[config.mk]
export PLATFORM = sky130hd
export DESIGN_NAME = game_ctrl
export DESIGN_NICKNAME = d
export VERILOG_FILES = /design/src/rtl/game_ctrl.sv
export SDC_FILE = /design/constraint.sdc
export NUM_CORES = 1
export LEC_CHECK = 0
export BUFFER_PORTS_ARGS = -buffer_cell sky130_fd_sc_hd__buf_4
export CAP_MARGIN = 20
export CORE_UTILIZATION = 48
export CTS_CLUSTER_SIZE = 10
export DETAILED_ROUTE_END_ITERATION = 10
export PLACE_DENSITY = 0.66
export SKIP_LAST_GASP = 1
export SLEW_MARGIN = 5
export SYNTH_ARGS = -nofsm -noshare
export SYNTH_HDL_FRONTEND = slang
export SYNTH_SLANG_ARGS = --single-unit
export TNS_END_PERCENT = 20
[constraint.sdc]
create_clock -name clk -period 10 [get_ports clk]
set_clock_uncertainty 0.1 [all_clocks]
set_input_delay 0.5 -clock clk [delete_from_list [all_inputs] [get_ports clk]]
set_output_delay 0.5 -clock clk [all_outputs]
set_load 0.005 [all_outputs]
[src/rtl/game_ctrl.sv]
// game_ctrl - page and turn sequencing for the two-player finger-sum game.
//
// Acts on rising key edges, only on cycles where tick=1. It owns the page
// state, the board digits, the cursor/selection handshake and win/draw
// detection. Every output is registered so it can drive the page mux and
// the renderers directly.
//
// Ports:
//   clk           system clock
//   rst           synchronous reset, active low
//   tick          one-cycle sampling strobe
//   keys[4:0]     key levels: [0] up, [1] left, [2] right, [3] down, [4] space
//   page_status   0 main, 1 help, 2 config, 3 game
//   total_number  hands per player N (2..5)
//   status        ten BCD digits: row 0 at offsets 0..16, row 1 at 20..36
//   cur_player    player to move
//   selecting     first hand chosen, waiting for the second
//   cur_select    cursor bit offset
//   selected      first-chosen bit offset
//   predict       (digit at cursor + digit at selection) mod 10, one cycle late
//   game_end      0 running, 1 player 0 wins, 2 player 1 wins, 3 draw
//
// Page states:
//   PG_MAIN   | title page; up -> config, down -> help
//   PG_HELP   | help text; down -> main
//   PG_CONFIG | choose N with left/right; up starts a game, down -> main
//   PG_GAME   | board play; after game over only down (-> main) is honoured

module game_ctrl (
  input  logic        clk,
  input  logic        rst,
  input  logic        tick,
  input  logic [4:0]  keys,
  output logic [1:0]  page_status,
  output logic [2:0]  total_number,
  output logic [39:0] status,
  output logic        cur_player,
  output logic        selecting,
  output logic [5:0]  cur_select,
  output logic [5:0]  selected,
  output logic [3:0]  predict,
  output logic [1:0]  game_end
);

  localparam logic [39:0] BOARD_INIT = 40'h1111111111;

  typedef enum logic [1:0] {
    PG_MAIN   = 2'd0,
    PG_HELP   = 2'd1,
    PG_CONFIG = 2'd2,
    PG_GAME   = 2'd3
  } page_t;

  page_t      page;
  logic [4:0] prev_keys;
  logic [4:0] key_ev;
  logic [4:0] act;
  logic [2:0] zero_cnt0;
  logic [2:0] zero_cnt1;
  logic [1:0] add_zero;

  assign page_status = page;

  // Keep only the lowest set bit of the edge vector: bit 0 (up) wins.
  assign key_ev = keys & ~prev_keys;
  assign act    = key_ev & (~key_ev + 5'd1);

  // Cursor arithmetic
  logic [5:0] last_off;
  logic [5:0] cur_vert;
  logic [5:0] cur_left;
  logic [5:0] cur_right;
  logic       cur_row;
  logic       sel_row;

  assign last_off = {1'b0, total_number - 3'd1, 2'b00};
  assign cur_row  = (cur_select >= 6'd20);
  assign sel_row  = (selected >= 6'd20);

  always_comb begin
    cur_vert = cur_row ? cur_select - 6'd20 : cur_select + 6'd20;
    if (cur_select == 6'd0)
      cur_left = last_off;
    else if (cur_select == 6'd20)
      cur_left = 6'd20 + last_off;
    else
      cur_left = cur_select - 6'd4;
    if (cur_select == last_off)
      cur_right = 6'd0;
    else if (cur_select == 6'd20 + last_off)
      cur_right = 6'd20;
    else
      cur_right = cur_select + 6'd4;
  end

  // Move evaluation: the target is whichever hand sits in the mover's row.
  logic [5:0]  tgt_off;
  logic [5:0]  src_off;
  logic [3:0]  tgt_dig;
  logic [3:0]  src_dig;
  logic [4:0]  dig_sum;
  logic [3:0]  new_dig;
  logic [39:0] status_nxt;
  logic [1:0]  add_zero_nxt;
  logic [2:0]  mover_cnt_nxt;
  logic [4:0]  pred_sum;
  logic [3:0]  pred_nxt;

  assign tgt_off = (cur_row == cur_player) ? cur_select : selected;
  assign src_off = (cur_row == cur_player) ? selected : cur_select;
  assign tgt_dig = status[tgt_off +: 4];
  assign src_dig = status[src_off +: 4];
  assign dig_sum = {1'b0, tgt_dig} + {1'b0, src_dig};
  // Sums 10..18 wrap correctly in 4 bits after subtracting 10.
  assign new_dig = (dig_sum >= 5'd10) ? dig_sum[3:0] - 4'd10 : dig_sum[3:0];

  assign add_zero_nxt  = {add_zero[0], src_dig == 4'd0};
  assign mover_cnt_nxt = (cur_player ? zero_cnt1 : zero_cnt0) + {2'b00, new_dig == 4'd0};

  always_comb begin
    status_nxt = status;
    status_nxt[tgt_off +: 4] = new_dig;
  end

  assign pred_sum = {1'b0, status[cur_select +: 4]} + {1'b0, status[selected +: 4]};
  assign pred_nxt = (pred_sum >= 5'd10) ? pred_sum[3:0] - 4'd10 : pred_sum[3:0];

  always_ff @(posedge clk) begin
    if (!rst) begin
      page         <= PG_MAIN;
      total_number <= 3'd2;
      status       <= BOARD_INIT;
      cur_player   <= 1'b0;
      selecting    <= 1'b0;
      cur_select   <= 6'd0;
      selected     <= 6'd0;
      game_end     <= 2'd0;
      zero_cnt0    <= 3'd0;
      zero_cnt1    <= 3'd0;
      add_zero     <= 2'b00;
      prev_keys    <= 5'b00000;
      predict      <= 4'd2;
    end else begin
      predict <= pred_nxt;
      if (tick) begin
        prev_keys <= keys;
        case (page)
          PG_MAIN: begin
            if (act[0])      page <= PG_CONFIG;
            else if (act[3]) page <= PG_HELP;
          end
          PG_HELP: begin
            if (act[3]) page <= PG_MAIN;
          end
          PG_CONFIG: begin
            if (act[0]) begin
              page       <= PG_GAME;
              status     <= BOARD_INIT;
              cur_player <= 1'b0;
              selecting  <= 1'b0;
              cur_select <= 6'd0;
              selected   <= 6'd0;
              game_end   <= 2'd0;
              zero_cnt0  <= 3'd0;
              zero_cnt1  <= 3'd0;
              add_zero   <= 2'b00;
            end else if (act[1]) begin
              if (total_number > 3'd2) total_number <= total_number - 3'd1;
            end else if (act[2]) begin
              if (total_number < 3'd5) total_number <= total_number + 3'd1;
            end else if (act[3]) begin
              page <= PG_MAIN;
            end
          end
          PG_GAME: begin
            if (game_end != 2'd0) begin
              if (act[3]) page <= PG_MAIN;
            end else if (act[0] || act[3]) begin
              cur_select <= cur_vert;
            end else if (act[1]) begin
              cur_select <= cur_left;
            end else if (act[2]) begin
              cur_select <= cur_right;
            end else if (act[4]) begin
              if (!selecting) begin
                selected  <= cur_select;
                selecting <= 1'b1;
              end else if ((cur_row == sel_row) || (tgt_dig == 4'd0)) begin
                selecting <= 1'b0;
              end else begin
                status   <= status_nxt;
                add_zero <= add_zero_nxt;
                if (cur_player) zero_cnt1 <= mover_cnt_nxt;
                else            zero_cnt0 <= mover_cnt_nxt;
                if (mover_cnt_nxt == total_number)
                  game_end <= cur_player ? 2'd2 : 2'd1;
                else if (add_zero_nxt == 2'b11)
                  game_end <= 2'd3;
                cur_player <= ~cur_player;
                cur_select <= tgt_off;
                selected   <= src_off;
                selecting  <= 1'b0;
              end
            end
          end
          default: page <= PG_MAIN;
        endcase
      end
    end
  end

endmodule

==> results of run 1 <==
stage by stage:
| stage | utilization, % | hold WS [ps] | power [uW] | instances | setup WS (ps) |
|---|---|---|---|---|---|
| 2_1_floorplan | - | 338 | 347 | 1501 | 2040 |
| 3_3_place_gp | 51.6 | 357 | 359 | 1755 | 1990 |
| 3_5_place_dp | 51.6 | 362 | 360 | 1756 | 1690 |
| 4_1_cts | 53.0 | 312 | 725 | 1772 | 1700 |
| 5_1_grt | 53.0 | 330 | 741 | 1772 | 980 |
| 6_report | 53.0 | 310 | 724 | 1772 | 1540 |
worst reg2reg max path: cells and delay by family (launching register included):
family	cells	cell delay (ps)
buf+inv	3	420
simple gates	6	1500
compound gates	11	2510
mux	1	450
flops	1	790
xor+xnor	3	910
fa+ha+maj	6	1720
state kept, by name, summed over array words and instances, names as in the netlist, 3 cells and up:
signal / flops
cur_select: 6
predict: 4
prev_keys: 5
selected: 6
status: 40
total_number: 3
zero_cnt0: 3
zero_cnt1: 3
per-layer routing:
layer / vias to the layer above / track usage [%]
met5: - / 0
met4: 0 / 20.2
met3: 175 / 6.52
met2: 850 / 57.6
met1: 5998 / 48.8
li1: 5551 / -
kinds of logic (layout without fill, tap and decap cells):
family                   after synthesis  after routing  synth area share, %
AND/OR/NAND/NOR                      555            555                 23.9
AO/OA/AOI/OAI                        435            435                 27.1
buffers and inverters                191            149                 7.09
multiplexers                         189            189                 22.9
flip-flops                            77             77                 13.7
XOR/XNOR                              33             33                 2.77
adder cells (fa/ha/maj)               21             21                 2.47
cell usage in the layout, fill, tap and decap left out, types with 10 or more instances in the layout:
cell type | synthesis | final
nand2_1 | 229 | 229
mux2i_1 | 119 | 119
buf_4 | 4 | 107
o21ai_0 | 92 | 92
nand3_1 | 85 | 85
a21oi_1 | 81 | 81
dfxtp_1 | 77 | 74
nor2_1 | 74 | 73
mux4_2 | 53 | 53
o211ai_1 | 39 | 39
nor2b_1 | 29 | 29
xnor2_1 | 26 | 26
a211oi_1 | 25 | 25
nand2b_1 | 23 | 23
nor3_1 | 23 | 23
inv_1 | 21 | 21
a31oi_1 | 19 | 19
ha_1 | 19 | 19
and2_1 | 15 | 15
mux2_2 | 15 | 15
a22oi_1 | 13 | 13
o22ai_1 | 12 | 12
a311oi_1 | 11 | 11
nand4_1 | 11 | 11
and3_1 | 11 | 11
o31ai_1 | 10 | 10
worst paths after layout:
path                                    start            to  slack, ps  depth (start not counted)
worst max-delay path            cur_select[3]   game_end[1]       1540                         30
worst min-delay path                  keys[4]  prev_keys[4]        310                          3
worst max register to register  cur_select[3]   game_end[1]       1540                         30
worst min register to register   zero_cnt0[1]  zero_cnt0[1]        370                          2
power breakdown:
part	leakage [uW]	internal (uW)	total (uW)	switching, uW
clock network	0.000156	219	371	151
registers	0.000623	309	313	3.85
logic	0.00338	15.8	41.3	25.5
total	0.00416	544	724	181
final cells by class:
type | count | area [sq um] | area share, %
Sequential cell | 77 | 1550 | 12.8
Timing Repair Buffer | 108 | 808 | 6.70
Inverter | 25 | 93.8 | 0.777
Clock inverter | 6 | 87.6 | 0.726
Tap cell | 313 | 392 | 3.24
Multi-Input combinational cell | 1233 | 8920 | 73.9
Clock buffer | 10 | 229 | 1.90
==> flow_summary_export.csv, run 1 <==
group,metric,value,unit
run_status,status,"complete, no violations",
final_layout,area_delta_synth_final,7.49,%
synth,synth_top_area_cell,"dfxtp_1",
worst_setup_path,crit_required,10180,ps
timing,slew_violations,0,
global_routing,antenna_found_initial,0,
route,top_layer,"met4",
timing,period_needed,8460,ps
cts,cts.clk_slew.worst_paths,70,ps
placed_design,placed_area,0.0118,sq mm
cts,htree_levels,3,
timing,tightest_slew,1040,ps
route,vias,12574,
synth,syn_avg_cell_area,7.48,sq um
route,firstDrtPassIters,6,
synth,ys_warn_count,0,
global_routing,grt-ovfl-total,0,
final_layout,antenna_cells,0,
route,wl_met2,20000,um
final_layout,nFillCells,2218,
cts,clk_path_buf_depth,2,
floorplan,core,0.0228,sq mm
floorplan,rows,55,
route,routedWlPerCell,25.4,um
power,p_per_area,60.0,mW/mm^2
worst_setup_path,critPathTopFamily,"compound AO/OA/AOI/OAI gates",
timing,relSlewSlack,30.7,%
floorplan,die_area,0.0240,sq mm
synth,yosysMostFrequentCell,"nand2_1",
power,ir_drop,88.5,uV
worst_setup_path,endpoint_kind,"flop",
timing,tns,0,ps
cts,post_cts_buffers,0,
worst_setup_path,critPathMaxStageDelay,790,ps
cts,clock_tree.root_cell,"clkbuf_16",
final_layout,layout-drive-gt1-share,16.2,%
route,wirelength,45000,um
synth,ys_ff_latch,77,
final_layout,fin_nets,1483,
run,cap_violations,0,
cts,cts_sinks,77,
route,wl_met3,4840,um
worst_setup_path,worst_ep_arrival_time,8640,ps
synth,ys.flop_type,"dfxtp_1",
synth,synth_top_cells_by_count,"nand2_1 (229), mux2i_1 (119), clkbuf_1 (111)",
floorplan,die_y,155,um
floorplan,start_util,49.3,%
placed_design,dp_hpwl,31000,um
cts,tritoncts,"yes",
route,via_per_inst,7.10,
hold_path,min_path_type,"in2reg",
worst_setup_path,setup.worst_path.class,"reg2reg",
floorplan,fp.dieW,155,um
power,p_leak,0.00416,uW
timing,grt_setup_unrepaired,"false",
route,drc,0,
route,ant_nets,0,
cts,cts_made_buffers,9,
synth,synth_edf_count,0,
global_routing,grt_pass1_wl,68800,um
global_routing,track_usage,37.1,%
worst_setup_path,crit_top_cell,"ha_1",
synth,synth.distinct_cells,105,
worst_setup_path,start_kind,"flop",
floorplan,pin_count,73,
worst_setup_path,slowest_stage,"dfxtp_1",
timing,hold_viol,0,
synth,synth-async-reset-ratio,0,%
placed_design,place_congestion,1.02,
cts,worstSkewPairLatency,360,ps
worst_setup_path,cp_max_fo,32,
synth,netlist_instances,1501,
synth,synthTopCellsByArea,"dfxtp_1 (14%), mux4_2 (11%), mux2i_1 (11%)",
global_routing,grt_start_max_net_pins,84,
final_layout,stdcell_area,0.0121,sq mm
timing,setup_viol,0,
synth,seq_area_frac_synth,13.7,%
synth,yosys.area.top_type_share,13.7,%
cts,post_cts_resized,0,
route,wl_met1,17700,um
timing,finalCritPeriodShare,84.6,%
route,drt_iter0_drc,1595,
synth,synth_nets,1530,
worst_setup_path,critPathBufInv,3,
timing,max_clock_freq,118,MHz
cts,hold_buffers,0,
synth,netlist_area,0.0112,sq mm
placed_design,portBuffers,72,
global_routing,grt_pass1_vias,11573,
No activity file was read; power rests on OpenSTA's default activity.
==> inputs of run 2 (changes only) <==
clock period = 8.5 ns   (was 10 ns; I/O delays follow)
==> flow_summary_export.csv, run 2 (same netlist as run 1, synthesis figures left out) <==
group,metric,value,unit
power,p_leak,0.00421,uW
power,power.total,857,uW
floorplan,die_area,0.0240,sq mm
final_layout,nFillCells,2213,
worst_setup_path,setup.worst_path.class,"reg2reg",
timing,relSlewSlack,33.4,%
route,ant_nets,0,
cts,tritoncts,"yes",
final_layout,area_delta_synth_final,8.47,%
route,drt_iter0_drc,1617,
route,routedWlPerCell,25.5,um
worst_setup_path,critPathBufInv,3,
final_layout,largest_reg_flops,40,
placed_design,place_congestion,1.03,
worst_setup_path,slowest_stage,"o21ai_1",
global_routing,grt_start_max_net_pins,84,
cts,cts.clk_slew.worst_paths,70,ps
cts,htree_levels,3,
worst_setup_path,worst_ep_arrival_time,8130,ps
timing,max_clock_freq,126,MHz
run,cap_violations,0,
cts,clk_path_buf_depth,2,
final_layout,fin_nets,1495,
floorplan,core,0.0228,sq mm
cts,cts_made_buffers,9,
placed_design,dp.cells,1768,
floorplan,start_util,49.3,%
worst_setup_path,cp_max_fo,13,
global_routing,antenna_found_initial,0,
power,p_per_area,70.4,mW/mm^2
timing,tightest_slew,993,ps
final_layout,top_regs,"status x40, cur_select x6, selected x6",
floorplan,rows,55,
run_status,status,"complete, no violations",
cts,worstSkewPairLatency,360,ps
hold_path,min_path_type,"in2reg",
floorplan,pin_count,73,
route,vias,12591,
route,firstDrtPassIters,6,
placed_design,dp_hpwl,31500,um
power,ir_drop,93.1,uV
route,drc,0,
floorplan,die_y,155,um
route,via_per_inst,7.06,
timing,finalCritPeriodShare,93.5,%
worst_setup_path,critPathMaxStageDelay,840,ps
timing,setup_viol,0,
cts,clock_tree.root_cell,"clkbuf_16",
final_layout,instances_no_fill,1783,
worst_setup_path,crit_top_cell,"ha_1",
final_layout,top_register,"status",
global_routing,track_usage,37.3,%
final_layout,final_common_cell,"nand2_1",
global_routing,grt_pass1_wl,69100,um
worst_setup_path,crit_required,8680,ps
timing,grt_setup_unrepaired,"false",
placed_design,portBuffers,72,
worst_setup_path,critPathTopFamily,"simple AND/OR/NAND/NOR gates",
timing,tns,0,ps
global_routing,grt_pass1_vias,11507,
timing,slew_violations,0,
global_routing,grt-ovfl-total,0,
timing,period_needed,7950,ps
worst_setup_path,endpoint_kind,"flop",
final_layout,layout-drive-gt1-share,17.1,%
timing,hold_viol,0,
route,wirelength,45500,um
floorplan,fp.dieW,155,um
cts,cts_sinks,77,
final_layout,layout_common_cells,"nand2_1 (229), buf_4 (120), mux2i_1 (118), o21ai_0 (92), nand3_1 (85)",
final_layout,antenna_cells,0,
worst_setup_path,start_kind,"flop",
[run 2: worst reg2reg max path, delay by kind of cell, from the launching register on]
family,cells,cell delay [ps]
flops,1,310
xor+xnor,3,710
buf+inv,3,370
mux,2,680
simple gates,11,2450
compound gates,7,2330
fa+ha+maj,4,920
[run 2: final timing paths]
kind | startpoint | slack (ps) | depth (start not counted) | to
hold / removal | keys[2] | 240 | 3 | prev_keys[2]
setup / recovery | cur_select[2] | 550 | 30 | game_end[0]
setup reg to reg | cur_select[2] | 550 | 30 | game_end[0]
hold reg to reg | zero_cnt0[0] | 370 | 2 | zero_cnt0[0]
[run 2: per-layer routing]
metal  share of wire (%)  global-route usage, %  vias to the layer above
met2                  44                   57.9                      866
met5                   0                      0                        -
met3                  11                   7.16                      176
met4                 5.9                   20.3                        0
li1                    -                      -                     5567
met1                  39                   49.0                     5982
[run 2: layout make-up]
class                           instances  area [sq um]  area share [%]
Multi-Input combinational cell       1233          8930            73.3
Tap cell                              313           392            3.21
Inverter                               25          93.8           0.770
Timing Repair Buffer                  120           901            7.40
Sequential cell                        77          1550            12.7
Clock buffer                           10           239            1.96
Clock inverter                          5          85.1           0.698
[run 2: timing repair]
item / 4_1_cts / 5_1_grt
resized for setup: 0 / 3
endpoints found under the setup margin: 0 / 2
setup buffers: 0 / 0
hold buffers: 0 / 0
endpoints found under the hold margin: 0 / 0
[run 2: stage by stage]
step / worst slack, ps / util (%) / area (sq um) / hold WS (ps)
2_1_floorplan: 543 / - / 11200 / 338
3_3_place_gp: 886 / 52.0 / 11800 / 356
3_5_place_dp: 688 / 52.0 / 11800 / 363
4_1_cts: 640 / 53.4 / 12200 / 230
5_1_grt: 21.1 / 53.5 / 12200 / 271
6_report: 549 / 53.5 / 12200 / 236
[run 2: power by group]
group	total, uW	switching, uW	internal [uW]
combinational	48.8	30.0	18.8
clock	441	176	265
sequential	368	4.65	363
total	857	210	647
